$ cat config.mk
export PLATFORM = sky130hd
export DESIGN_NAME = bitserial_addsub
export DESIGN_NICKNAME = d
export VERILOG_FILES = /design/src/rtl/bitserial_addsub.sv
export SDC_FILE = /design/constraint.sdc
export NUM_CORES = 1
export LEC_CHECK = 0
export ABC_CLOCK_PERIOD_IN_PS = 2300
export BUFFER_PORTS_ARGS = -buffer_cell sky130_fd_sc_hd__buf_4
export CAP_MARGIN = 20
export CORE_MARGIN = 2
export CORE_UTILIZATION = 45
export DETAILED_ROUTE_END_ITERATION = 8
export GPL_TIMING_DRIVEN = 0
export PLACE_DENSITY_LB_ADDON = 0.08
export RECOVER_POWER = 50
export SLEW_MARGIN = 15
export SYNTH_ARGS = -nofsm -noshare
export SYNTH_HDL_FRONTEND = slang
export SYNTH_SLANG_ARGS = --single-unit
$ cat constraint.sdc
create_clock -name clk -period 2.3 [get_ports clk]
set_clock_uncertainty 0.1 [all_clocks]
set_input_delay 0.69 -clock clk [delete_from_list [all_inputs] [get_ports clk]]
set_output_delay 0.69 -clock clk [all_outputs]
set_load 0.01 [all_outputs]
$ cat src/rtl/bitserial_addsub.sv
// bitserial_addsub: LSB-first bit-serial adder/subtractor using one full-adder slice and a carry flip-flop.
// Ports:
//   clk    - rising-edge clock
//   reset  - synchronous active-high reset; aborts any operation in progress
//   start  - begin an operation (accepted only while idle)
//   sub    - 0 = A+B+Cin, 1 = A-B-Cin; sampled with start
//   A, B   - WIDTH-bit operands; sampled with start
//   Cin    - carry-in (add) or borrow-in (subtract); sampled with start
//   busy   - high from the accepting edge until the done cycle ends
//   done   - one-cycle pulse when sum/Cout/ovf take a new result
//   sum    - registered result, held until the next done
//   Cout   - raw carry out of the MSB stage (subtract: 1 = no borrow)
//   ovf    - two's-complement overflow of the last result
module bitserial_addsub #(
    parameter int WIDTH = 8
) (
    input  logic             clk,
    input  logic             reset,
    input  logic             start,
    input  logic             sub,
    input  logic [WIDTH-1:0] A,
    input  logic [WIDTH-1:0] B,
    input  logic             Cin,
    output logic             busy,
    output logic             done,
    output logic [WIDTH-1:0] sum,
    output logic             Cout,
    output logic             ovf
);
    localparam int CW = (WIDTH > 1) ? $clog2(WIDTH) : 1;

    typedef enum logic [1:0] {IDLE, SHIFT, DONE} state_t;

    state_t           state;
    logic [WIDTH-1:0] op_a;
    logic [WIDTH-1:0] op_b;
    logic [WIDTH-1:0] acc;
    logic             carry;
    logic [CW-1:0]    count;
    logic             s_bit;
    logic             c_next;

    assign s_bit  = op_a[0] ^ op_b[0] ^ carry;
    assign c_next = (op_a[0] & op_b[0]) | (carry & (op_a[0] ^ op_b[0]));

    always_ff @(posedge clk) begin
        if (reset) begin
            state <= IDLE;
            op_a  <= '0;
            op_b  <= '0;
            acc   <= '0;
            carry <= 1'b0;
            count <= '0;
            busy  <= 1'b0;
            done  <= 1'b0;
            sum   <= '0;
            Cout  <= 1'b0;
            ovf   <= 1'b0;
        end else begin
            case (state)
                IDLE: if (start) begin
                    // subtraction is A + ~B + ~Cin
                    op_a  <= A;
                    op_b  <= sub ? ~B : B;
                    carry <= sub ? ~Cin : Cin;
                    count <= '0;
                    busy  <= 1'b1;
                    state <= SHIFT;
                end
                SHIFT: begin
                    acc   <= {s_bit, acc[WIDTH-1:1]};
                    op_a  <= op_a >> 1;
                    op_b  <= op_b >> 1;
                    carry <= c_next;
                    count <= count + CW'(1);
                    if (count == CW'(WIDTH - 1)) begin
                        // carry still holds the carry into the MSB here
                        sum   <= {s_bit, acc[WIDTH-1:1]};
                        Cout  <= c_next;
                        ovf   <= carry ^ c_next;
                        done  <= 1'b1;
                        state <= DONE;
                    end
                end
                DONE: begin
                    done  <= 1'b0;
                    busy  <= 1'b0;
                    state <= IDLE;
                end
                default: state <= IDLE;
            endcase
        end
    end
endmodule

### Yosys cells after proc, flatten, opt, wreduce, memory -nomap -nowiden

Cells that the tools add are included.

* bits of input ports: 21
* logic and storage cells: 51
* output and inout bits: 12
* bits in registers: 42

* eq/ne operators: 5
* add/subtract/negate cells: 1
* reductions and logical operators: 9
* bitwise gates (word level): 8
* multiplexer cells: 17

Operator list (count)
* $pmux 8 s2: 2
* $mux 8: 3
* $reduce_and 2->1: 5
* $not 8->8: 1
* $pmux 1 s2: 3
* $pmux 3 s2: 1
* $reduce_bool 2->1: 3
* $mux 1: 4
* $mux 2: 2
* $ne 2x2->1 const B: 2
* $pmux 2 s2: 1
* $add 3x1->3 const B: 1
* $eq 3x3->1 const B: 1
* $mux 3: 1
* $xor 1x1->1: 3
* $and 1x1->1: 2
* $eq 2x1->1 const B: 1
* $eq 2x2->1 const B: 1
* $logic_not 2->1: 1
* $not 1->1: 1
* $or 1x1->1: 1

### Depth between registers and ports, before layout

* word-level depth: 4
* depth in mapped cells: 6
* mapped depth without buffers: 5

### Worst setup path after synthesis

No wires, ideal clock.

* path type: input to register
* start: in reset
* end: reg carry
* stages on the path: 5
* data arrival time: 1.573 ns
* required time: 2.126 ns
* library setup time: 0.074 ns
* path slack: 0.553 ns
* path buffers: 2
* cell sequence: clkbuf_1 or2_1 or3_1 buf_6 o22ai_2

RTL lines
* start: declaration: RTL line 18 `input logic reset,`
* end signal: assignment: RTL line 65 `carry <= sub ? ~Cin : Cin;`
* end signal: assignment: RTL line 74 `carry <= c_next;`
* end: declaration: RTL line 38 `logic carry;`

### Worst setup path after layout

* start: in start
* end: reg op_b[3]

* word-level cells in the longest chain between the ends: 2

RTL lines
* start: declaration: RTL line 19 `input logic start,`
* $ne 2x2->1 (no source line)
* $reduce_and 2->1 (no source line)
* end signal: assignment: RTL line 64 `op_b <= sub ? ~B : B;`
* end signal: assignment: RTL line 73 `op_b <= op_b >> 1;`
* end: declaration: RTL line 36 `logic [WIDTH-1:0] op_b;`

No other way between the ends.
A chain may end at the register's enable or synchronous reset.

==> impl_metrics.ini <==
[run_status]
status = completed

[final_layout]
final_net_count = 270
drive_above_1_share = 0.1822
diodes = 0
area_growth_pct = 19.14

[clock_network]
cts_hold_buf = 0
cts_tree = built
cts_root_buffer = clkbuf_8
cts_max_level = 2
postCtsSetupRepairBufs = 0
cts_resized = 0
numCtsBuffers = 5
clkSinkCount = 41
clkTransAtPathRegs_ns = 0.08
insertion_delay_ns = 0.29
clockBufferDepth = 2

[logic_synthesis]
synthFlopType = dfxtp_1
yosys.area.top_type = dfxtp_1
ys_warn_count = 0
synth.yosys.seq_area_share = 0.4499
synth_seq_cells = 41
synthArstFlopShare = 0
synthCells = 209
netlist_top_cells_area = dfxtp_1, a21oi_1, nand2_1, o22ai_2, a22oi_1
synth_edf_count = 0
yosysUniqueCellTypes = 29
yosysMostFrequentCell = dfxtp_1
synth_nets = 233
synth_common_cells = dfxtp_1, nand2_1, a21oi_1, nor2_1, a22oi_1
syn_area_sq_um = 1824
syn_area_per_cell_sq_um = 8.728
synth_top_cell_area_share = 0.4499

[sta]
max_clock_freq_ghz = 0.5447
period_needed_ns = 1.836
tns_ns = 0
slew_violations = 0
tightest_slew_ns = 0.6456
hold_viol = 0
maxSlewHeadroom = 0.5696
period_share = 0.7981
setup_viol_count_final = 0
rsz0062_at_grt = no

[worst_setup_path]
worst-setup-path-type = input port to register
cp-start-kind = input port
cp_max_fo = 8
arrival_ns = 1.95
endpoint_kind = register
critPathRequiredTime_ns = 2.42

[power]
p_leak_nw = 0.8058
irDropWorstVdd_mv = 0.3058
power.total_mw = 1.537
pwr_density_cell_nw_per_um2 = 707.4

[route]
drc = 0
viasPerCell = 5.152
ant_nets = 0
routed_wl_mm = 3.699
wl_per_cell_um = 12.45
dr.pass1.iters = 4
vias = 1530
dr.first_iter.drc_count = 55

[grt]
grt_pass1_wl_mm = 6.465
grt_use_total = 0.1900
grt-ovfl-total = 0
antenna_found_initial = 0
grt_pass1_vias = 1458
grt_max_degree = 14

[floorplanning]
initial_core_util = 0.4627
die_y_um = 67.67
coreArea_sq_um = 3943
row_count = 23
fp.dieW_um = 67.67
io_pins = 33
die-area_sq_um = 4579

[min_path]
hp-class = register to register

[placement]
gp_congestion = 0.7762
dpl.hpwl_mm = 2.648
numPortBuffers = 30

[flow_run]
drv_cap = 0
per-layer routing:
layer  share of wire  vias up  track usage
li1                -      795            -
met1            0.45      691       0.2308
met2            0.47       35       0.3162
met3           0.065        9      0.05000
met4           0.021        0      0.07908
met5               0        -            0
sequential cells by signal (all words and copies together) (netlist names):
register,cells
Cout,1
acc,7
busy,1
carry,1
count,3
done,1
op_a,8
op_b,8
ovf,1
state,2
sum,8
worst max-delay path: stages:
cell and delay (ns):
clkbuf_1 0.27, clkinv_1 0.19, or3_1 0.38, clkbuf_1 0.26, o22ai_2 0.16
cells by family after synthesis:
group,Yosys count,synth area share
mux,1,0.005487
xor+xnor,10,0.04801
buf+inv,27,0.06927
fa+ha+maj,3,0.02469
flops,41,0.4499
simple gates,61,0.1399
compound gates,66,0.2627
path summary, 6_finish.rpt:
check / to / cells after the start / start / slack [ns]
worst max-delay path: op_b[3] / 5 / start / 0.46
worst min-delay path: sum[4] / 2 / sum[4] / 0.35
worst max register to register: op_b[7] / 4 / state[1] / 0.47
worst min register to register: sum[4] / 2 / sum[4] / 0.35
layout make-up:
type	count	area [sq um]
buffer	17	75.07
clock buffer	6	82.58
clock inverter	2	37.54
fill	413	1769
inverter	10	37.54
multi-input combinational	141	877.1
sequential	41	820.8
tap	50	62.56
timing repair buffer	30	180.2
through the flow:
stage | setup WS [ns] | cell area, sq um | util | hold WS, ns | cells
after CTS | 0.6904 | 2232 | 0.5662 | 0.3584 | 297
after floorplan | 0.5526 | 1824 | - | 0.3321 | 209
final | 0.4643 | 2173 | 0.5513 | 0.3545 | 297
after detailed placement | 0.3925 | 2112 | 0.5357 | 0.3469 | 289
after global routing | 0.3143 | 2173 | 0.5513 | 0.3754 | 297
after global placement | 0.3862 | 2112 | 0.5357 | 0.3419 | 289
layout by cell type (no fill, tap or decap), types with 2 or more instances in the layout:
master    Yosys  routed
a211oi_1      3       3
xnor2_1       9       9
inv_1         9       9
o221a_2       7       7
nor2_1       17      17
ha_1          2       2
nand2b_1      2       2
clkbuf_8      0       6
buf_4         1      18
buf_2         5       3
a21oi_1      31      31
clkbuf_1      9      25
o21ai_0       2       2
nand2_1      35      35
a22oi_1      12      12
o22ai_2       8       8
dfxtp_1      41      41
nor2b_1       3       3
power breakdown:
| part | switching (mW) | leakage, nW | internal (mW) |
|---|---|---|---|
| Combinational | 0.0888 | 0.414 | 0.0848 |
| Sequential | 0.0212 | 0.335 | 0.740 |
| Clock | 0.250 | 0.0574 | 0.353 |
Power figures use the tool's default switching activity.
